===== config.mk =====
export PLATFORM = sky130hd
export DESIGN_NAME = dm_access_unit
export DESIGN_NICKNAME = d
export VERILOG_FILES = /design/src/rtl/dm_access_unit.sv
export SDC_FILE = /design/constraint.sdc
export NUM_CORES = 1
export LEC_CHECK = 0
export ABC_AREA = 1
export BUFFER_PORTS_ARGS = -buffer_cell sky130_fd_sc_hd__buf_2
export CAP_MARGIN = 10
export CORE_ASPECT_RATIO = 0.8
export CORE_MARGIN = 3
export CORE_UTILIZATION = 47
export DETAILED_ROUTE_END_ITERATION = 8
export GPL_TIMING_DRIVEN = 0
export MAX_ROUTING_LAYER = met4
export PLACE_DENSITY_LB_ADDON = 0.05
export SYNTH_ARGS = -nofsm -noshare
export SYNTH_HDL_FRONTEND = slang
export SYNTH_SLANG_ARGS = --single-unit

===== constraint.sdc =====
create_clock -name clk -period 1.35 [get_ports clk]
set_input_delay 0 -clock clk [delete_from_list [all_inputs] [get_ports clk]]
set_output_delay 0 -clock clk [all_outputs]
set_load 0.03 [all_outputs]

===== src/rtl/dm_access_unit.sv =====
// Load/store execution unit between the datapath and a word-wide handshaked data memory bus.
// Handles byte/halfword lane extraction, sign/zero extension, SB/SH read-modify-write and timeouts.
module dm_access_unit #(
    parameter int TIMEOUT = 255
) (
    input  logic        clk,
    input  logic        rst,
    input  logic [2:0]  DMRe,
    input  logic [1:0]  DMWr,
    input  logic [31:0] addr,
    input  logic [31:0] wdata,
    output logic [31:0] rdata,
    output logic        busy,
    output logic        done,
    output logic        err,
    output logic        mem_req,
    output logic        mem_we,
    output logic [31:0] mem_addr,
    output logic [31:0] mem_wdata,
    input  logic [31:0] mem_rdata,
    input  logic        mem_ack,
    output logic [2:0]  state_dbg
);
    localparam int CW = (TIMEOUT > 1) ? $clog2(TIMEOUT) : 1;

    localparam logic [2:0] LD_LB  = 3'd1;
    localparam logic [2:0] LD_LBU = 3'd2;
    localparam logic [2:0] LD_LH  = 3'd3;
    localparam logic [2:0] LD_LHU = 3'd4;
    localparam logic [2:0] LD_LW  = 3'd5;
    localparam logic [1:0] ST_SB  = 2'd1;
    localparam logic [1:0] ST_SH  = 2'd2;
    localparam logic [1:0] ST_SW  = 2'd3;

    typedef enum logic [2:0] {
        IDLE   = 3'd0,
        RD     = 3'd1,
        RMW_RD = 3'd2,
        RMW_WR = 3'd3,
        WR     = 3'd4,
        DONE   = 3'd5
    } state_t;

    state_t      state_q, state_d;
    logic [2:0]  ld_q, ld_d;
    logic [1:0]  st_q, st_d;
    logic [1:0]  off_q, off_d;
    logic [15:0] sdata_q, sdata_d;
    logic        err_q, err_d;
    logic        req_q, req_d;
    logic        we_q, we_d;
    logic [31:0] maddr_q, maddr_d;
    logic [31:0] mwdata_q, mwdata_d;
    logic [31:0] rdata_q, rdata_d;
    logic [CW-1:0] cnt_q, cnt_d;

    logic        cmd, misalign, acked, timeout_hit;
    logic [7:0]  byte_sel;
    logic [15:0] half_sel;
    logic [31:0] load_val, merge_val;

    // Bus handshake: mem_req is held, with mem_addr/mem_we/mem_wdata stable, until a
    // cycle in which mem_ack is high; that cycle completes the transfer.
    always_comb begin
        cmd         = ((DMRe >= LD_LB) && (DMRe <= LD_LW)) || (DMWr != 2'd0);
        misalign    = (((DMRe == LD_LH) || (DMRe == LD_LHU) || (DMWr == ST_SH)) && addr[0]) ||
                      (((DMRe == LD_LW) || (DMWr == ST_SW)) && (addr[1:0] != 2'b00));
        acked       = req_q && mem_ack;
        timeout_hit = (TIMEOUT != 0) && req_q && !mem_ack && (cnt_q == CW'(TIMEOUT - 1));

        case (off_q)
            2'd0:    byte_sel = mem_rdata[7:0];
            2'd1:    byte_sel = mem_rdata[15:8];
            2'd2:    byte_sel = mem_rdata[23:16];
            default: byte_sel = mem_rdata[31:24];
        endcase
        half_sel = off_q[1] ? mem_rdata[31:16] : mem_rdata[15:0];

        case (ld_q)
            LD_LB:   load_val = {{24{byte_sel[7]}}, byte_sel};
            LD_LBU:  load_val = {24'd0, byte_sel};
            LD_LH:   load_val = {{16{half_sel[15]}}, half_sel};
            LD_LHU:  load_val = {16'd0, half_sel};
            default: load_val = mem_rdata;
        endcase

        merge_val = mem_rdata;
        case (st_q)
            ST_SB: begin
                case (off_q)
                    2'd0:    merge_val[7:0]   = sdata_q[7:0];
                    2'd1:    merge_val[15:8]  = sdata_q[7:0];
                    2'd2:    merge_val[23:16] = sdata_q[7:0];
                    default: merge_val[31:24] = sdata_q[7:0];
                endcase
            end
            default: begin
                if (off_q[1]) merge_val[31:16] = sdata_q;
                else          merge_val[15:0]  = sdata_q;
            end
        endcase
    end

    always_comb begin
        state_d  = state_q;
        ld_d     = ld_q;
        st_d     = st_q;
        off_d    = off_q;
        sdata_d  = sdata_q;
        err_d    = err_q;
        req_d    = req_q;
        we_d     = we_q;
        maddr_d  = maddr_q;
        mwdata_d = mwdata_q;
        rdata_d  = rdata_q;
        cnt_d    = cnt_q;

        case (state_q)
            IDLE: begin
                err_d = 1'b0;
                cnt_d = '0;
                if (cmd) begin
                    ld_d    = DMRe;
                    st_d    = DMWr;
                    off_d   = addr[1:0];
                    sdata_d = wdata[15:0];
                    maddr_d = {addr[31:2], 2'b00};
                    if ((DMRe != 3'd0) && (DMWr != 2'd0)) begin
                        err_d   = 1'b1;
                        state_d = DONE;
                    end else if (misalign) begin
                        err_d   = 1'b1;
                        state_d = DONE;
                    end else if (DMRe != 3'd0) begin
                        req_d   = 1'b1;
                        we_d    = 1'b0;
                        state_d = RD;
                    end else if (DMWr == ST_SW) begin
                        req_d    = 1'b1;
                        we_d     = 1'b1;
                        mwdata_d = wdata;
                        state_d  = WR;
                    end else begin
                        req_d   = 1'b1;
                        we_d    = 1'b0;
                        state_d = RMW_RD;
                    end
                end
            end
            RD, RMW_RD, RMW_WR, WR: begin
                if (acked) begin
                    cnt_d = '0;
                    req_d = 1'b0;
                    if (state_q == RD) begin
                        rdata_d = load_val;
                        state_d = DONE;
                    end else if (state_q == RMW_RD) begin
                        mwdata_d = merge_val;
                        we_d     = 1'b1;
                        state_d  = RMW_WR;
                    end else begin
                        we_d    = 1'b0;
                        state_d = DONE;
                    end
                end else if (timeout_hit) begin
                    req_d   = 1'b0;
                    we_d    = 1'b0;
                    err_d   = 1'b1;
                    state_d = DONE;
                end else if (req_q) begin
                    cnt_d = cnt_q + CW'(1);
                end else begin
                    // RMW write phase: request rises one idle cycle after the read completes
                    req_d = 1'b1;
                end
            end
            DONE:    state_d = IDLE;
            default: state_d = IDLE;
        endcase
    end

    always_ff @(posedge clk) begin
        if (rst) begin
            state_q  <= IDLE;
            ld_q     <= '0;
            st_q     <= '0;
            off_q    <= '0;
            sdata_q  <= '0;
            err_q    <= 1'b0;
            req_q    <= 1'b0;
            we_q     <= 1'b0;
            maddr_q  <= '0;
            mwdata_q <= '0;
            rdata_q  <= '0;
            cnt_q    <= '0;
        end else begin
            state_q  <= state_d;
            ld_q     <= ld_d;
            st_q     <= st_d;
            off_q    <= off_d;
            sdata_q  <= sdata_d;
            err_q    <= err_d;
            req_q    <= req_d;
            we_q     <= we_d;
            maddr_q  <= maddr_d;
            mwdata_q <= mwdata_d;
            rdata_q  <= rdata_d;
            cnt_q    <= cnt_d;
        end
    end

    assign busy      = ((state_q != IDLE) && (state_q != DONE)) || ((state_q == IDLE) && cmd);
    assign done      = (state_q == DONE);
    assign err       = (state_q == DONE) && err_q;
    assign rdata     = rdata_q;
    assign mem_req   = req_q;
    assign mem_we    = we_q;
    assign mem_addr  = maddr_q;
    assign mem_wdata = mwdata_q;
    assign state_dbg = state_q;

endmodule

==> summary.txt, run 1 <==
status - complete, but fails checks
failing checks - negative setup slack
TritonCTS clock tree - yes
Worst EP arrival - 1.67 ns
mean post-synth cell area - 6.37 um2
Initial Util - 0.488
Post-Layout Cell Count - 1683
clock sinks - 131
Switching Fraction - 0.498
crit share post-route - 1.23
IO Count - 208
Fillers - 1000
Leakage - 5.40 nW
Max Slew Vio Count - 0
Crit path largest cell delay - 0.37 ns
Die H - 116 um
initial antenna violation count - 0
core box area - 14500 um2
Overall Global Routing Usage - 0.355
peak supply drop - 2150 uV
antenna viol nets, final - 0
pwr/cell area - 2860 nW/um2
DR vias/cell - 5.69
clk buf depth - 2
grt total ovfl - 0
Die Footprint - 16600 um2
cells after synthesis - 1115
CP required - 1.35 ns
synthesized flop and latch total - 131
RSZ-0062 raised after global routing - true
max cap viols - 0
yosys warns - 0
CP Launch Type - register
Hold Path Class - input port to register
total CTS buffers - 17
synthesized cell area - 7100 um2
reg2reg end - mem_wdata[13]
DRC - 0
Pre-antenna DRT Iters - 7
Net Sw Power - 0.0166 W
share of post-route cells with drive strength above 1 - 0.356
crit-path max FO - 5
Root Driver - clkbuf_16
total vias in the final route - 9579
clock slew at reported path FFs - 0.06 ns
P&R area growth vs syn - 63.7%
DRT iter0 DRCs - 889
combinational power share - 0.647
HP Start - wdata[16]
H-tree Lvls - 4
reg2reg setup slack - -0.30 ns
largest net degree at the start of global routing - 17
final worst slack - -0.315 ns
Inst Count DP - 1505
WL final - 31.5 mm
post-synthesis sequential area ratio - 0.369
post-DP HPWL - 19.9 mm
Setup violations, final - 129
Internal - 0.0167 W
Min Clock Period, post-route - 1.67 ns
vias in the first global route - 8475
Synth cell types - 40
global-route wire length before repair - 44.9 mm
Avg WL per Cell - 18.7 um
port bufs - 205
commonest non-fill, non-tap cell in the layout - buf_2
dpl ws - -0.495 ns
final hold slack - 0.0118 ns
Final #Nets - 1591
Crit Path Category - register to output port
Hold Path Sink - mem_wdata[16]
clock share of power - 0.158
Finished Core Util - 0.800
final hold vios - 0
r2r worst-path depth - 10
clk_skew - 0.00690 ns
cell row count - 39
Worst R2R Start - state_dbg[1]
Slowest cell on crit path - dfxtp_4
Worst-Margin Slew - 0.837 ns
Reg power frac - 0.195
routability cong. - 1.03
Crit path top cell by count - buf_6
total chip power - 0.0332 W
most frequent cells in the layout - buf_2, nor2_1, nand2_1, dfxtp_1, o21ai_0
Worst setup EP type - output port
Worst Hold Depth - 5
worst path cell trace - inv_6 > nand3_4 > a21oi_4 > inv_2 > buf_6 > buf_8 > o21ai_4 > buf_6
die width - 143 um
Max-Slew Margin vs Limit - 0.442
Max Clk Rate - 601 MHz
Skew-Pair Late Insertion Delay - 0.44 ns
cells by family (layout without fill, tap and decap cells):
| group | Yosys count | in the layout | share of synthesized area |
|---|---|---|---|
| simple gates | 436 | 439 | 0.244 |
| xor+xnor | 2 | 2 | 0.00247 |
| fa+ha+maj | 2 | 2 | 0.00352 |
| compound gates | 357 | 357 | 0.276 |
| buf+inv | 186 | 565 | 0.105 |
| other cells | 1 | 3 | 0.000528 |
| flops | 131 | 131 | 0.369 |
cell usage after synthesis (all sizes together):
cell type | n | area (um2)
o21ai | 159 | 796
xor2 | 1 | 8.76
or2 | 1 | 6.26
a21o | 1 | 7.51
conb | 1 | 3.75
o2111ai | 1 | 8.76
nor3 | 6 | 30.0
ha | 2 | 25.0
buf | 29 | 154
nand2 | 198 | 753
nor2 | 197 | 742
clkbuf | 45 | 169
a211oi | 1 | 7.51
inv | 110 | 413
nand4 | 3 | 33.8
o221ai | 1 | 8.76
clkinv | 2 | 7.51
o211ai | 32 | 240
xnor2 | 1 | 8.76
and2 | 1 | 6.26
nor3b | 1 | 7.51
a22oi | 1 | 7.51
nand3b | 1 | 7.51
o22ai | 4 | 25.0
a31o | 1 | 8.76
a31oi | 42 | 263
nor4 | 1 | 6.26
a21oi | 114 | 586
nand3 | 27 | 140
dfxtp | 131 | 2620
repair_timing:
| item | CTS | global route |
|---|---|---|
| pin swaps | 11 | 41 |
| gates cloned | 8 | 8 |
| hold endpoints to repair | 93 | 0 |
| buffers inserted | 18 | 23 |
| endpoints found under the setup margin | 134 | 134 |
| hold buffers | 89 | 0 |
| gates resized for setup | 182 | 219 |
layout make-up:
cell class / instances / area (um2) / share of cell area
buffer: 73 / 633 / 0.0544
sequential: 131 / 2660 / 0.228
antenna: 1 / 2.50 / 0.000215
clock buffer: 18 / 429 / 0.0369
clock inverter: 14 / 223 / 0.0191
multi-input combinational: 802 / 4520 / 0.389
inverter: 112 / 449 / 0.0386
tap: 184 / 230 / 0.0198
timing repair buffer: 348 / 2490 / 0.214
critical path: cells and delay by family, from the launching register on:
family / cells / cell delay [ns]
AOI/OAI and AO/OA: 2 / 0.20
and+or+nand+nor: 1 / 0.12
buffers and inverters: 5 / 0.54
DFF: 1 / 0.37
layer usage:
layer | wire (um) | global-route usage
met5 | 0 | -
met4 | 1080 | 0.119
met3 | 3780 | 0.0821
met2 | 13700 | 0.519
met1 | 13000 | 0.484
worst max-delay path by stage:
stage / start / end / depth (start not counted)
detailed placement: st_q[1] / mem_wdata[0] / 7
finish: state_dbg[0] / busy / 8
floorplan: state_dbg[0] / mem_wdata[8] / 9
CTS: state_dbg[1] / busy / 8
global route: state_dbg[1] / mem_wdata[13] / 10
global placement: state_dbg[1] / mem_wdata[0] / 8
power groups by stage:
stage	Sequential (W)	Clock, W	Combinational, W
floorplan	0.00832	0	0.00834
global placement	0.00631	0	0.0144
detailed placement	0.00635	0	0.0145
CTS	0.00633	0.00523	0.0173
global route	0.00662	0.00541	0.0228
finish	0.00648	0.00526	0.0215
through the flow:
step	TNS [ns]	cell area, um2
final	-20.00	11600
after global routing	-27.84	11600
after CTS	-13.58	10700
after detailed placement	-30.10	8460
after global placement	-29.30	8460
after floorplan	-2.71	7210
flip-flops by register name, indices dropped and copies added (netlist names):
signal and cells:
mem_wdata 32, off_q 2, sdata_q 16, rdata 32
mem_addr 30, state_dbg 3, err_q 1, mem_we 1
ld_q 3, st_q 2, cnt_q 8, mem_req 1
No activity file was read; power rests on OpenSTA's default activity.
==> run 2: changes to the inputs <==
==> constraint.sdc (replaced) <==
create_clock -name clk -period 1.35 [get_ports clk]
set_input_delay 0.27 -clock clk [delete_from_list [all_inputs] [get_ports clk]]
set_output_delay 0.27 -clock clk [all_outputs]
set_load 0.03 [all_outputs]
==> run 2 against run 1 <==
Effect of this change:
- the flow still finishes with violations (negative setup slack)
- worst hold slack improved by 0.045 ns
- clock skew is 0.0014 ns higher
- core utilization is 4.4 points lower
- critical path type is now register to register
- largest cell class unchanged
- non-clock buffer count decreased by 87
- via count is 2.0% lower
- die area is the same
==> summary.txt, run 2 (synthesized netlist as in run 1, its figures left out) <==
Hold Path Class - input port to register
Worst setup EP type - register
Die H - 116 um
total vias in the final route - 9389
initial antenna violation count - 1
commonest non-fill, non-tap cell in the layout - buf_2
Crit Path Category - register to register
WL final - 32.3 mm
most frequent cells in the layout - buf_2, nand2_1, nor2_1, o21ai_0, dfxtp_1
RSZ-0062 raised after global routing - true
Sequential Area - 2650 um2
cell row count - 39
Avg WL per Cell - 20.2 um
clk_skew - 0.00830 ns
peak supply drop - 1770 uV
routability cong. - 1.01
Root Driver - clkbuf_16
share of post-route cells with drive strength above 1 - 0.407
port bufs - 205
crit-path max FO - 6
global-route wire length before repair - 45.5 mm
clock sinks - 131
Max-Slew Margin vs Limit - 0.447
Leakage - 5.04 nW
CP required - 1.72 ns
Overall Global Routing Usage - 0.364
crit share post-route - 1.46
vias in the first global route - 8375
DRT iter0 DRCs - 1155
Min Clock Period, post-route - 1.96 ns
max cap viols - 0
P&R area growth vs syn - 54.8%
Max Slew Vio Count - 0
area taken by multi-input logic gates - 4750 um2
Skew-Pair Late Insertion Delay - 0.43 ns
clock slew at reported path FFs - 0.06 ns
DRC - 0
status - complete, but fails checks
Post-Layout Cell Count - 1594
Initial Util - 0.488
Pre-antenna DRT Iters - 6
Worst-Margin Slew - 0.830 ns
pwr/cell area - 3000 nW/um2
Worst EP arrival - 2.34 ns
failing checks - negative setup slack
TritonCTS clock tree - yes
die width - 143 um
total chip power - 0.0330 W
H-tree Lvls - 4
post-DP HPWL - 21.1 mm
CP Launch Type - register
clk buf depth - 2
dpl ws - -0.679 ns
Die Footprint - 16600 um2
Fillers - 1146
grt total ovfl - 0
cts hold-fix bufs - 0
IO Count - 208
final hold vios - 0
largest net degree at the start of global routing - 17
Setup violations, final - 101
total CTS buffers - 17
core box area - 14500 um2
Setup TNS Final - -33.16 ns
Inst Count DP - 1505
Max Clk Rate - 509 MHz
DR vias/cell - 5.89
final worst slack - -0.615 ns
Final #Nets - 1502
antenna viol nets, final - 0
[run 2: cell count changes in the layout (fill, tap and decap cells not counted), moves of 6 or more]
| cell | delta |
|---|---|
| o21ai_0 | +18 |
| nand2_1 | +6 |
| o21ai_2 | +8 |
| a21oi_2 | +8 |
| nor2_2 | +17 |
| o21ai_1 | -25 |
| a21oi_1 | -13 |
| a31oi_2 | +7 |
| dlygate4sd3_1 | -89 |
| nor2_1 | -19 |
| a31oi_1 | -12 |
[run 2: critical path, stage by stage, from the launching register on]
cell and delay [ns]:
dfxtp_4 0.36, buf_6 0.13, o21ai_4 0.28, nand2_8 0.14
nand2_2 0.10, o21ai_2 0.05, inv_2 0.07, nand4_4 0.16
buf_12 0.20, buf_6 0.11, buf_6 0.10, nand2_2 0.04
nand2_1 0.04, nor2_1 0.11
[run 2: worst paths after layout]
check,from,end,slack (ns),cells past startpoint
min,addr[24],mem_addr[24],0.06,3
max reg2reg,state_dbg[1],mem_wdata[20],-0.61,13
max,state_dbg[1],mem_wdata[20],-0.61,13
min reg2reg,st_q[1],st_q[1],0.46,2
[run 2: routing by layer]
layer  track usage  share of wire  vias to the layer above
met5             -              0                        -
met4         0.132          0.043                        0
met3         0.104           0.14                      124
met2         0.521           0.42                      714
met1         0.489           0.40                     4284
li1              -              -                     4267
[run 2: area by class of cell]
class	count	share of cell area
timing repair buffer	261	0.153
tap	184	0.0209
multi-input combinational	800	0.432
buffer	73	0.0597
antenna	1	0.000228
inverter	112	0.0408
sequential	131	0.241
clock buffer	19	0.0403
clock inverter	13	0.0113
[run 2: repair_timing]
item	4_1_cts	5_1_grt
cloned	8	3
gates resized for setup	242	188
pin swaps	17	40
endpoints found under the setup margin	134	137
setup buffers	34	12
[run 2: per-stage QoR]
| stage | util | cell area [um2] | hold WS (ns) |
|---|---|---|---|
| after floorplan | - | 7280 | 0.405 |
| after global placement | 0.587 | 8530 | 0.446 |
| after detailed placement | 0.587 | 8530 | 0.448 |
| after CTS | 0.704 | 10200 | 0.0545 |
| after global routing | 0.756 | 11000 | 0.0607 |
| final | 0.756 | 11000 | 0.0573 |
[run 2: power by group]
part | switching [W] | total [W] | internal (W)
clock | 0.00197 | 0.00458 | 0.00261
sequential | 0.00100 | 0.00640 | 0.00539
combinational | 0.0139 | 0.0220 | 0.00805
total | 0.0169 | 0.0330 | 0.0161
==> run 3: changes to the inputs <==
--- a/config.mk
+++ b/config.mk
@@ -6,7 +6,7 @@
 export NUM_CORES = 1
 export LEC_CHECK = 0
 export ABC_AREA = 1
-export BUFFER_PORTS_ARGS = -buffer_cell sky130_fd_sc_hd__buf_2
+export BUFFER_PORTS_ARGS = -buffer_cell sky130_fd_sc_hd__buf_4
 export CAP_MARGIN = 10
 export CORE_ASPECT_RATIO = 0.8
 export CORE_MARGIN = 3
==> constraint.sdc (replaced) <==
create_clock -name clk -period 1.35 [get_ports clk]
set_input_delay 0.2025 -clock clk [delete_from_list [all_inputs] [get_ports clk]]
set_output_delay 0.2025 -clock clk [all_outputs]
set_load 0.03 [all_outputs]
==> run 3 against run 2 <==
Effect of this change:
- the flow finishes with violations (negative hold slack, negative setup slack)
- sequential share of layout area is 1.5 points lower
- combinational power is 5% higher
- total power is 4.6% higher
- global-route usage is 2.6 points higher
- largest power group unchanged
- non-clock buffer count is 31 higher
- count of clock-buffer cells in the layout is 2 higher
- sequential power is 1% higher
- setup slack worse by 0.049 ns
- clock skew hardly changed
- sequential cell count stayed put
- final area is 6.3% higher
==> summary.txt, run 3 (synthesized netlist as in run 1, its figures left out) <==
status - complete, but fails checks
failing checks - negative hold slack, negative setup slack
crit share post-route - 1.49
placed cell area - 9060 um2
antenna cells - 0
crit-path max FO - 6
Finished Core Util - 0.804
Skew-Pair Late Insertion Delay - 0.44 ns
global-route wire length before repair - 48.0 mm
Avg WL per Cell - 21.2 um
H-tree Lvls - 4
total CTS buffers - 17
final hold vios - 5
Crit path largest cell delay - 0.36 ns
Final #Nets - 1534
port bufs - 205
final worst slack - -0.664 ns
Max Clk Rate - 497 MHz
CP Launch Type - register
max cap viols - 0
TritonCTS clock tree - yes
Overall Global Routing Usage - 0.389
Hold Path Class - input port to register
post-DP HPWL - 21.5 mm
DRT iter0 DRCs - 1578
Max-Slew Margin vs Limit - 0.435
DRC - 0
delay-heaviest family, CP - buffers and inverters
Min Clock Period, post-route - 2.01 ns
Initial Util - 0.488
dpl ws - -0.586 ns
Worst EP arrival - 2.38 ns
clk buf depth - 2
commonest non-fill, non-tap cell in the layout - buf_4
clock sinks - 131
largest net degree at the start of global routing - 17
Pre-antenna DRT Iters - 8
total vias in the final route - 9760
cell row count - 39
total chip power - 0.0345 W
Setup TNS Final - -37.56 ns
pwr/cell area - 2950 nW/um2
die width - 143 um
Bufs and invs on worst path - 5
Crit path top cell by count - nand2_1
peak supply drop - 1720 uV
clk_skew - 0.00852 ns
P&R area growth vs syn - 64.6%
final hold slack - -0.00759 ns
Crit Path Category - register to register
final instance area - 11700 um2
DR vias/cell - 6.01
antenna viol nets, final - 0
CP required - 1.71 ns
Slowest cell on crit path - dfxtp_4
share of post-route cells with drive strength above 1 - 0.373
RSZ-0062 raised after global routing - true
Setup violations, final - 136
worst path cell trace - buf_4 > o21ai_4 > nand2_4 > nand2_1 > o21ai_1 > inv_2 > buf_4 > buf_6 > nand4_4 > buf_6 > nand2_1 > nand2_1 > nor2_1
Die Footprint - 16600 um2
Max Slew Vio Count - 0
routability cong. - 1.04
Worst setup EP type - register
Worst-Margin Slew - 0.848 ns
Leakage - 5.31 nW
Die H - 116 um
WL final - 34.5 mm
IO Count - 208
clock slew at reported path FFs - 0.06 ns
most frequent cells in the layout - buf_4, nand2_1, nor2_1, dfxtp_1, o21ai_0
vias in the first global route - 8736
Root Driver - clkbuf_16
core box area - 14500 um2
grt total ovfl - 0
initial antenna violation count - 0
[run 3: cell types whose count changed in the layout (fill, tap and decap cells not counted), moves of 12 or more]
cell / change
a31oi_1: +12
buf_2: -200
buf_4: +201
dlygate4sd3_1: +20
nand2_1: +18
nand2_2: -15
nor2_1: +18
nor2_2: -16
[run 3: final timing paths]
path	slack (ns)	end	cells past startpoint	from
worst max register to register	-0.66	mem_wdata[26]	13	state_dbg[0]
worst max-delay path	-0.66	mem_wdata[26]	13	state_dbg[0]
worst min register to register	0.51	mem_wdata[1]	4	mem_wdata[1]
worst min-delay path	-0.008	mem_addr[18]	3	addr[18]
[run 3: worst min-delay path: stages]
cell and delay (ns):
buf_4 0.08, nor2_1 0.03, nor2_1 0.08
[run 3: cell type report]
cell class | count | area, um2
multi-input cells | 801 | 4550
fillers | 983 | 2850
flip-flops and latches | 131 | 2650
repair buffers | 292 | 2480
plain buffers | 73 | 714
clock buffers | 21 | 460
inverters | 112 | 454
well taps | 184 | 230
clock inverters | 11 | 150
[run 3: repair_timing]
action | in CTS | in global routing
gates cloned | 14 | 3
setup endpoints to repair | 134 | 135
pin swaps | 29 | 21
buffers inserted | 37 | 16
endpoints found under the hold margin | 20 | 0
gates resized for setup | 263 | 108
hold buffers | 20 | 0
[run 3: per-stage QoR]
step,instances,hold slack (ns)
5_1_grt,1625,0.00135
3_5_place_dp,1505,0.430
4_1_cts,1608,0.000394
6_report,1625,-0.00759
2_1_floorplan,1116,0.337
3_3_place_gp,1505,0.423
[run 3: layer usage]
layer / track usage / vias up / wire length (um) / part of all wire
met3: 0.125 / 202 / 4930 / 0.14
li1: - / 4333 / - / -
met5: - / - / 0 / 0
met4: 0.142 / 0 / 1780 / 0.052
met2: 0.571 / 811 / 14500 / 0.42
met1: 0.504 / 4414 / 13300 / 0.38
[run 3: report_power, final]
group / internal, W / leakage, nW / switching, W / total, W
sequential: 0.00539 / 1.08 / 0.00109 / 0.00648
clock: 0.00301 / 0.302 / 0.00187 / 0.00488
combinational: 0.00889 / 3.93 / 0.0142 / 0.0231
total: 0.0173 / 5.31 / 0.0172 / 0.0345
